<file path="src/rtl/mul_div_unit_pkg.sv">
// rtl/mul_div_unit_pkg.sv - shared CPU definitions for the multiply/divide unit
package mul_div_unit_pkg;

  localparam logic [1:0] MDU_MULTU = 2'b00;
  localparam logic [1:0] MDU_DIVU  = 2'b01;

  localparam int MDU_STEPS = 32;

  typedef enum logic [1:0] {
    MDU_IDLE = 2'b00,
    MDU_RUN  = 2'b01,
    MDU_DONE = 2'b10
  } mdu_state_t;

endpackage

</file>
<file path="src/rtl/mul_div_unit.sv">
// rtl/mul_div_unit.sv - iterative unsigned 32x32 multiply / 32/32 divide into HI/LO
module mul_div_unit
  import mul_div_unit_pkg::*;
(
  input  logic        clk,
  input  logic        rst,
  input  logic        start,
  input  logic [1:0]  op,
  input  logic [31:0] src_data,
  input  logic [31:0] tar_data,
  output logic [31:0] hi,
  output logic [31:0] lo,
  output logic        busy,
  output logic        done
);

  mdu_state_t  r_state;
  mdu_state_t  w_state_next;
  logic [1:0]  r_op;
  logic [4:0]  r_cnt;
  logic [63:0] r_acc;
  logic [31:0] r_b;
  logic [31:0] r_hi;
  logic [31:0] r_lo;
  logic        r_busy;
  logic        r_done;

  logic        w_accept;
  logic        w_last;
  logic [32:0] w_mul_sum;
  logic [32:0] w_div_part;
  logic [32:0] w_div_diff;
  logic [63:0] w_step;

  always_comb begin
    w_accept     = start && !op[1] && (r_state != MDU_RUN);
    w_last       = (r_cnt == 5'(MDU_STEPS - 1));
    w_state_next = r_state;
    case (r_state)
      MDU_IDLE: if (w_accept) w_state_next = MDU_RUN;
      MDU_RUN:  if (w_last) w_state_next = MDU_DONE;
      MDU_DONE: w_state_next = w_accept ? MDU_RUN : MDU_IDLE;
      default:  w_state_next = MDU_IDLE;
    endcase
  end

  // Multiply: acc = {partial product, remaining multiplier bits}, shifted right each step.
  // Divide: acc = {partial remainder, dividend/quotient bits}, shifted left each step.
  always_comb begin
    w_mul_sum  = {1'b0, r_acc[63:32]} + (r_acc[0] ? {1'b0, r_b} : 33'd0);
    w_div_part = r_acc[63:31];
    w_div_diff = w_div_part - {1'b0, r_b};
    w_step     = {w_mul_sum, r_acc[31:1]};
    if (r_op == MDU_DIVU) begin
      if (w_div_diff[32])
        w_step = {w_div_part[31:0], r_acc[30:0], 1'b0};
      else
        w_step = {w_div_diff[31:0], r_acc[30:0], 1'b1};
    end
  end

  always_ff @(posedge clk) begin
    if (rst) begin
      r_state <= MDU_IDLE;
      r_op    <= MDU_MULTU;
      r_cnt   <= '0;
      r_acc   <= '0;
      r_b     <= '0;
      r_hi    <= '0;
      r_lo    <= '0;
      r_busy  <= 1'b0;
      r_done  <= 1'b0;
    end else begin
      r_state <= w_state_next;
      r_busy  <= (w_state_next == MDU_RUN);
      r_done  <= (w_state_next == MDU_DONE);
      if (w_accept) begin
        r_op  <= op;
        r_cnt <= '0;
        r_acc <= {32'd0, (op == MDU_DIVU) ? src_data : tar_data};
        r_b   <= (op == MDU_DIVU) ? tar_data : src_data;
      end else if (r_state == MDU_RUN) begin
        r_acc <= w_step;
        r_cnt <= r_cnt + 5'd1;
        if (w_last) begin
          r_hi <= w_step[63:32];
          r_lo <= w_step[31:0];
        end
      end
    end
  end

  assign hi   = r_hi;
  assign lo   = r_lo;
  assign busy = r_busy;
  assign done = r_done;

endmodule

</file>
<file path="config.mk">
export PLATFORM = sky130hd
export DESIGN_NAME = mul_div_unit
export DESIGN_NICKNAME = d
export VERILOG_FILES = /design/src/rtl/mul_div_unit_pkg.sv /design/src/rtl/mul_div_unit.sv
export SDC_FILE = /design/constraint.sdc
export NUM_CORES = 1
export LEC_CHECK = 0
export BUFFER_PORTS_ARGS = -buffer_cell sky130_fd_sc_hd__buf_2
export CAP_MARGIN = 20
export CORE_ASPECT_RATIO = 0.75
export CORE_MARGIN = 2
export CORE_UTILIZATION = 60
export CTS_CLUSTER_SIZE = 40
export DETAILED_ROUTE_END_ITERATION = 16
export HOLD_SLACK_MARGIN = 0.15
export PLACE_DENSITY = 0.9
export SLEW_MARGIN = 15
export SYNTH_ARGS = -nofsm -noshare
export SYNTH_HDL_FRONTEND = slang
export SYNTH_SLANG_ARGS = --single-unit
</file>
<file path="constraint.sdc">
create_clock -name clk -period 5.2 [get_ports clk]
set_input_delay 1.04 -clock clk [delete_from_list [all_inputs] [get_ports clk]]
set_output_delay 1.04 -clock clk [all_outputs]
set_load 0.01 [all_outputs]
</file>
# --- Yosys cells after proc, flatten, opt, wreduce, memory -nomap -nowiden ---
# Index checks and enable logic that the tools add are counted.
totals:
  regBits: 171
  wordCells: 40
classes:
  n_addsub: 3
  n_eq_ne: 8
  mux: 11
  n_bitwise: 1
  n_reduce_logical: 7
ops:
  columns: ["operator", "count"]
  rows:
  - ["two-way mux 32 bit", 5]
  - ["two-way mux 64 bit", 2]
  - ["adder 32 x 32 -> 33 bit", 1]
  - ["subtractor 33 x 32 -> 33 bit", 1]
  - ["== test 2 x 1 -> 1 bit, second input constant", 4]
  - ["one-hot mux 2 bit (3 select lines)", 1]
  - ["adder 5 x 1 -> 5 bit, second input constant", 1]
  - ["== test 5 bit, second input constant", 1]
  - ["== test 2 bit, second input constant", 2]
  - ["two-way mux 2 bit", 2]
  - ["AND reduction 3 bit", 1]
  - ["logical AND 1 bit", 2]
  - ["logical NOT 2 bit", 1]
  - ["inequality test 2 x 1 -> 1 bit, second input constant", 1]
  - ["nonzero test 2 bit", 1]
  - ["OR reduction 2 bit", 1]
  - ["logical NOT 1 bit", 1]
  - ["two-way mux 1 bit", 1]
  - ["inverter 1 bit", 1]

# --- Longest topological paths before layout ---
# Gate-level depths: netlist of the first run.
depth:
  depth_word: 6
  depth_mapped: 14

# --- Worst setup path before layout of the first run ---
# OpenSTA, ideal clock, no wires.
synth_timing:
  path_type: "reg-to-reg"
  startpoint: "register r_acc[0]"
  endpoint: "register r_hi[27] (netlist: hi[27])"
  setup_ps: 86
  arrival_time_ps: 3069
  required_ps: 5114
  setup_slack_ps: 2046
  path_stages_with_launch: 15
  path_buffers: 1
  period_less_slack_ps: 3154
  cell_sequence: "dfxtp_1 > clkbuf_1 > and2_1 > ha_1 > fa_1 > a21o_1 > a21oi_1 > o21ai_0 > a21oi_1 > nor2_1 > a41oi_1 > a21oi_1 > xnor2_1 > o221a_2 > a211oi_1"
synth_between:
  elab_chain_len: 3
synth_lines:
  columns: ["item", "line", "source"]
  rows:
  - ["start: declaration", "mul_div_unit.sv:21", "logic [63:0] r_acc;"]
  - ["start signal: assignment", "mul_div_unit.sv:80", "r_acc <= {32'd0, (op == MDU_DIVU) ? src_data : tar_data};"]
  - ["start signal: assignment", "mul_div_unit.sv:83", "r_acc <= w_step;"]
  - ["two-way mux 32 bit", "mul_div_unit.sv:50", "w_mul_sum = {1'b0, r_acc[63:32]} + (r_acc[0] ? {1'b0, r_b} : 33'd0);"]
  - ["adder 32 x 32 -> 33 bit", "mul_div_unit.sv:50", null]
  - ["two-way mux 64 bit", "mul_div_unit.sv:54", "if (r_op == MDU_DIVU) begin"]
  - ["end signal: assignment", "mul_div_unit.sv:86", "r_hi <= w_step[63:32];"]
  - ["end: declaration", "mul_div_unit.sv:23", "logic [31:0] r_hi;"]
# Every way passes these cells.
# A chain may end at the register's enable or synchronous reset.

# --- Final worst setup path of the first run ---
layout_timing:
  startpoint: "register r_acc[0]"
  endpoint: "register r_hi[31] (netlist: hi[31])"
# Same word-level chain as after synthesis.

==> results of run 1 <==
cell usage after synthesis, drive strengths merged, types with 26 or more instances:
cell | count | area (sq um)
and2 | 36 | 225.2
a311oi | 36 | 321.6
a211oi | 102 | 770.7
xor2 | 26 | 227.7
ha | 66 | 825.8
nand2 | 183 | 686.9
nor2 | 158 | 609.3
dfxtp | 171 | 3423
clkbuf | 86 | 322.8
xnor2 | 33 | 289.0
a21oi | 116 | 591.8
o21ai | 65 | 340.3
inv | 47 | 176.4
mux2i | 49 | 540.5
nand3 | 33 | 165.2
stage by stage:
stage          hold slack, ns  util (%)  instances  setup WS, ns  total power, W
2_1_floorplan          0.4406         -       1446         2.046        0.002067
3_3_place_gp           0.4436     65.35       1740         1.463        0.002242
3_5_place_dp           0.4467     65.35       1740         1.398        0.002262
4_1_cts                0.4576     68.48       1772         1.345        0.003513
5_1_grt                0.5087     68.48       1772         1.034        0.003670
6_report               0.4565     68.48       1772         1.245        0.003541
routing by layer:
layer | vias to the layer above | routed length (um) | track usage, %
met5 | - | 14 | 0
met4 | 2 | 1474 | 16.15
met3 | 104 | 3059 | 6.508
met2 | 616 | 14650 | 51.53
met1 | 5370 | 14880 | 45.89
li1 | 5350 | - | -
power groups by stage:
stage	clock [W]	sequential (W)	combinational, W
6_report	0.00128	0.00141	0.000851
5_1_grt	0.00133	0.00141	0.000922
4_1_cts	0.00127	0.00141	0.000832
3_5_place_dp	0	0.00144	0.000824
3_3_place_gp	0	0.00144	0.000805
2_1_floorplan	0	0.00142	0.000651
cell families after synthesis:
family          share of synthesized area (%)
compound gates                          26.27
xor+xnor                                4.528
fa+ha+maj                               7.587
buf+inv                                 4.977
flops                                   30.00
mux                                     7.170
simple gates                            19.47
area by class of cell:
| cell class | count | area (sq um) |
|---|---|---|
| clock inverter | 14 | 141.4 |
| multi-input combinational | 1129 | 7458 |
| tap | 247 | 309.0 |
| clock buffer | 18 | 439.2 |
| timing repair buffer | 146 | 763.2 |
| fill | 1512 | 5851 |
| sequential | 171 | 3423 |
| inverter | 47 | 176.4 |
critical path, cell delays in order, from the launching register on:
cell	delay, ns
dfxtp_1	0.44
and2_1	0.23
ha_1	0.23
fa_1	0.41
a21o_1	0.19
a21oi_1	0.27
o21ai_0	0.20
a21oi_1	0.40
nor2_1	0.15
a41oi_1	0.45
a21oi_1	0.22
a2111o_1	0.40
o211ai_1	0.11
o21ai_0	0.10
sequential cells by signal, indices dropped and copies added (netlist names):
register  count
r_b          32
r_acc        64
r_cnt         5
r_op          2
done          1
hi           32
r_state       2
lo           32
busy          1
path summary, 6_finish.rpt:
path                                            start                   to  slack (ns)  cells after the start
worst max-delay path            r_acc[0]$_SDFFE_PP0P_  hi[31]$_SDFFE_PP0P_        1.24                     13
worst min-delay path              hi[17]$_SDFFE_PP0P_  hi[17]$_SDFFE_PP0P_        0.46                      2
worst max register to register  r_acc[0]$_SDFFE_PP0P_  hi[31]$_SDFFE_PP0P_        1.24                     13
worst min register to register    hi[17]$_SDFFE_PP0P_  hi[17]$_SDFFE_PP0P_        0.46                      2
layout by cell type (no fill, tap or decap), types with 13 or more instances in the layout:
cell	count
nand3_1	33
nor2_1	156
inv_1	47
xnor2_1	33
a311oi_1	35
buf_2	133
o21ai_0	52
mux2i_1	45
nand3b_1	16
a21oi_1	113
dfxtp_1	171
buf_4	13
o21a_1	13
nand2_1	183
nor2b_1	13
clkbuf_16	17
o31ai_1	17
a21o_1	24
a211oi_1	101
ha_1	66
xor2_1	26
and2_1	35
==> out/qor.txt, run 1 <==
CTS Buf Count -> 17
Port Buffers -> 134
# rows -> 43
Max Root-Sink Buffers -> 2
Setup_tns -> 0 ns
Syn nets -> 1583
Final Hold Vio Count -> 0
Largest net degree at the start of global routing -> 75
Switch share -> 33.42%
Worst Setup End Kind -> flip-flop
Reg power frac -> 39.9%
Fmax -> 252.8 MHz
Drt wl/cell -> 19.23 um
Core Area -> 18560 sq um
Sequential area share after synthesis -> 30.00%
Psw -> 0.001184 W
CP Class -> reg2reg
DRC Markers -> 0
Status -> completed
Antenna violations before repair -> 2
Final WL -> 34080 um
First-pass GRT wire length -> 53830 um
Die area -> 20150 sq um
Clock sinks -> 171
Synth warn -> 0
CTS root buffer -> clkbuf_16
Worst clock skew -> 0.01135 ns
Final period util -> 76.06%
Crit start category -> flip-flop
Gpl congestion -> 1.019
Worst endpoint required time -> 5.49 ns
Die Span X -> 163.3 um
Post-DRT Antenna Nets -> 0
Setup Viol. Count Final -> 0
Initial Util -> 61.48%
Synthesized area per cell -> 7.892 sq um
Post-layout min period -> 3.955 ns
RSZ-0062 raised after global routing -> no
Nets -> 1649
Main synth FF type -> dfxtp_1
Fraction of layout cells with a size suffix above 1 -> 14.89%
Max-Cap Viols -> 0
Clock power share -> 36.1%
DR vias/cell -> 6.457
Drt initial violations -> 1268
CP arrival -> 4.24 ns
Worst skew pair latency -> 0.45 ns
Postcts setup bufs -> 0
Die H -> 123.4 um
Num ports -> 135
CP max FO -> 14
Max_slew headroom -> 29.18%
Async SR Flop Fraction -> 0%
Post-synthesis cell count -> 1446
Post-route cell area -> 12710 sq um
Leakage dissipation -> 5.479 nW
Placed Area -> 12130 sq um
H-tree Lvls -> 4
Total global-route track usage -> 33.71%
Reg clk slew, reported paths -> 0.08 ns
Worst IR drop on VDD -> 0.2297 mV
EDFF count, synth -> 0
P&R area growth vs syn -> 11.38%
Number of global-route vias before repair -> 10.56k
Drt pass-1 iters -> 6
Combinational Power Share -> 24.0%
Yosys reg bits -> 171
Gr ovfl total -> 0
Post-DP HPWL -> 24140 um
Antenna Cells -> 0
Vias -> 11.44k
Worst-margin pin slew -> 1.062 ns
Pins Over Slew Limit -> 0
Synth cell types -> 69
Area of the mapped netlist -> 11410 sq um
Internal Power -> 0.002358 W
Worst min path class -> reg2reg
Post-cts sizing count -> 0
TritonCTS clock tree -> done
CTS Hold Bufs -> 0
Pwr dens -> 278.6 nW/um^2
Note: power is estimated with default switching activity, not from simulation.
==> run 2, diff against run 1 <==
Settings changed: CORE_UTILIZATION 60 to 54, PLACE_DENSITY 0.9 to 0.86.
Clock period 5.2 ns to 3.3 ns, I/O delays scaled along.
==> run 2 against run 1 <==
Effect of this change: clock-buffer cell count grew 1; sequential power up 57%; sequential share of layout area fell by 1.9 points; first-iteration DRC count up 14%; largest power group unchanged; cell area rose by 7.7%.
==> out/qor.txt, run 2 (synthesis gave the netlist of run 1 again) <==
Status -> completed (unchanged)
Drt pass-1 iters -> 6 (unchanged)
CTS root buffer -> clkbuf_16 (unchanged)
Reg clk slew, reported paths -> 0.07 ns (was 0.08 ns)
CP Class -> reg2reg (unchanged)
Die H -> 129.9 um (was 123.4 um)
Max-Cap Viols -> 0 (unchanged)
Layout filler cell count -> 1699 (was 1512)
Vias -> 12.04k (was 11.44k)
Reg-to-Reg End -> r_acc[61]$_SDFFE_PP0P_ (was hi[31]$_SDFFE_PP0P_)
Fraction of layout cells with a size suffix above 1 -> 21.23% (was 14.89%)
Fmax -> 308.3 MHz (was 252.8 MHz)
Hold_ws -> 0.4782 ns (was 0.4565 ns)
HP Start -> r_cnt[1]$_SDFFE_PP0P_ (was hi[17]$_SDFFE_PP0P_)
Worst IR drop on VDD -> 0.4117 mV (was 0.2297 mV)
Endpoint, Worst Hold -> r_cnt[1]$_SDFFE_PP0P_ (was hi[17]$_SDFFE_PP0P_)
Reg with most FFs -> r_acc (unchanged)
Gr ovfl total -> 0 (unchanged)
Pins Over Slew Limit -> 0 (unchanged)
Worst Setup End Kind -> flip-flop (unchanged)
RSZ-0062 raised after global routing -> yes (was no)
Max_slew headroom -> 34.30% (was 29.18%)
CP cell instances -> buf_4 -> inv_1 -> ha_1 -> nor2b_1 -> o2111ai_1 -> a21oi_1 -> nor2_1 -> o21ai_2 -> a41oi_1 -> xor2_1 -> nand3_1 -> o211ai_1 -> o21ai_1 (was and2_1 -> ha_1 -> fa_1 -> a21o_1 -> a21oi_1 -> o21ai_0 -> a21oi_1 -> nor2_1 -> a41oi_1 -> a21oi_1 -> a2111o_1 -> o211ai_1 -> o21ai_0)
TritonCTS clock tree -> done (unchanged)
Drt initial violations -> 1443 (was 1268)
Core Area -> 20950 sq um (was 18560 sq um)
Setup Viol. Count Final -> 0 (unchanged)
Die Span X -> 171.9 um (was 163.3 um)
Worst clock skew -> 0.01217 ns (was 0.01135 ns)
CTS Hold Bufs -> 0 (unchanged)
Worst endpoint required time -> 3.60 ns (was 5.49 ns)
Register-to-Register Setup Slack -> 0.06 ns (was 1.24 ns)
Clock sinks -> 171 (unchanged)
Most frequent cells in the layout -> nand2_1 (183), dfxtp_1 (170), nor2_1 (152) (was nand2_1 (183), dfxtp_1 (171), nor2_1 (156))
Num ports -> 135 (unchanged)
First-pass GRT wire length -> 58570 um (was 53830 um)
Number of global-route vias before repair -> 10.91k (was 10.56k)
Final Hold Vio Count -> 0 (unchanged)
P&R area growth vs syn -> 19.95% (was 11.38%)
# rows -> 46 (was 43)
DR vias/cell -> 6.332 (was 6.457)
Reg2Reg Depth -> 13 (unchanged)
Post-DP HPWL -> 27630 um (was 24140 um)
Post-DRT Antenna Nets -> 0 (unchanged)
Initial Util -> 54.47% (was 61.48%)
Worst skew pair latency -> 0.44 ns (was 0.45 ns)
Crit start category -> flip-flop (unchanged)
CTS Buf Count -> 17 (unchanged)
CP max FO -> 6 (was 14)
Final period util -> 98.30% (was 76.06%)
Max Root-Sink Buffers -> 2 (unchanged)
Crit-path slowest cell -> dfxtp_1 (was a41oi_1)
Drt wl/cell -> 20.18 um (was 19.23 um)
DRC Markers -> 0 (unchanged)
H-tree Lvls -> 4 (unchanged)
Pwr dens -> 433.8 nW/um^2 (was 278.6 nW/um^2)
Placed insts -> 1861 (was 1740)
Crit path largest cell delay -> 0.38 ns (was 0.45 ns)
Post-Layout Cell Count -> 1901 (was 1772)
Most common cell after layout, fill and taps aside -> nand2_1 (unchanged)
Largest net degree at the start of global routing -> 66 (was 75)
Gpl congestion -> 1.047 (was 1.019)
Post-layout min period -> 3.244 ns (was 3.955 ns)
Nets -> 1736 (was 1649)
Leakage dissipation -> 6.004 nW (was 5.479 nW)
Hold Crit Depth -> 2 (unchanged)
Port Buffers -> 134 (unchanged)
Worst min path class -> reg2reg (unchanged)
Worst-margin pin slew -> 0.9831 ns (was 1.062 ns)
Worst reg2reg startpoint -> r_b[1]$_SDFFE_PP0P_ (was r_acc[0]$_SDFFE_PP0P_)
Final WL -> 38370 um (was 34080 um)
Die area -> 22320 sq um (was 20150 sq um)
Antenna violations before repair -> 0 (was 2)
CP arrival -> 3.54 ns (was 4.24 ns)
Largest register FFs -> 64 (unchanged)
Total global-route track usage -> 33.64% (was 33.71%)
-- run 2: how the worst max path moves through the flow --
| stage | startpoint | end | slack [ns] | cells past startpoint |
|---|---|---|---|---|
| after detailed placement | r_acc[31]$_SDFFE_PP0P_ | r_acc[45]$_SDFFE_PP0P_ | -0.22 | 14 |
| after floorplan | r_acc[0]$_SDFFE_PP0P_ | hi[27]$_SDFFE_PP0P_ | 0.15 | 14 |
| after CTS | r_acc[0]$_SDFFE_PP0P_ | r_acc[56]$_SDFFE_PP0P_ | 0.002 | 15 |
| final | r_b[1]$_SDFFE_PP0P_ | r_acc[61]$_SDFFE_PP0P_ | 0.06 | 13 |
| after global routing | r_b[1]$_SDFFE_PP0P_ | hi[29]$_SDFFE_PP0P_ | -0.04 | 13 |
| after global placement | r_acc[31]$_SDFFE_PP0P_ | hi[16]$_SDFFE_PP0P_ | -0.16 | 14 |
-- run 2: through the flow --
step / util [%] / cell area, sq um / TNS (ns) / worst slack (ns) / total power (W)
2_1_floorplan: - / 11410 / 0 / 0.1459 / 0.003258
3_3_place_gp: 61.19 / 12820 / -3.600 / -0.1580 / 0.003672
3_5_place_dp: 61.19 / 12820 / -6.792 / -0.2240 / 0.003698
4_1_cts: 64.44 / 13500 / 0 / 0.001633 / 0.005846
5_1_grt: 65.32 / 13680 / -0.3959 / -0.03819 / 0.006128
6_report: 65.34 / 13690 / 0 / 0.05596 / 0.005938
-- run 2: report_power, final --
part           switching (W)  internal, W  total [W]
logic               0.000888     0.000682    0.00157
registers          0.0000818      0.00214    0.00222
clock network       0.000912      0.00123    0.00215
-- run 2: final cells by class --
cell class                 instances  area [sq um]  share of cell area (%)
tap                              288         360.3                   2.632
timing repair buffer             233          1478                   10.79
clock inverter                    12         175.2                   1.280
sequential                       171          3425                   25.02
multi-input combinational       1129          7627                   55.72
inverter                          47         176.4                   1.289
antenna                            2         5.005                 0.03656
clock buffer                      19         442.9                   3.236
-- run 2: timing repair --
action	4_1_cts	5_1_grt
gates resized for setup	7	39
gates cloned	0	0
endpoints found under the setup margin	59	59
buffers inserted	4	3
pin swaps	2	7
-- run 2: worst max-delay path, delay by kind of cell, from the launching register on --
kind            cells  cell delay [ns]
simple gates        3             0.56
buf+inv             2             0.19
fa+ha+maj           1             0.26
xor+xnor            1             0.26
flops               1             0.38
compound gates      6             1.44
-- run 2: per-layer routing --
metal,track usage [%],part of all wire [%]
met3,8.644,12
met4,10.68,3.2
met5,0,0
met1,48.34,43
met2,49.33,42
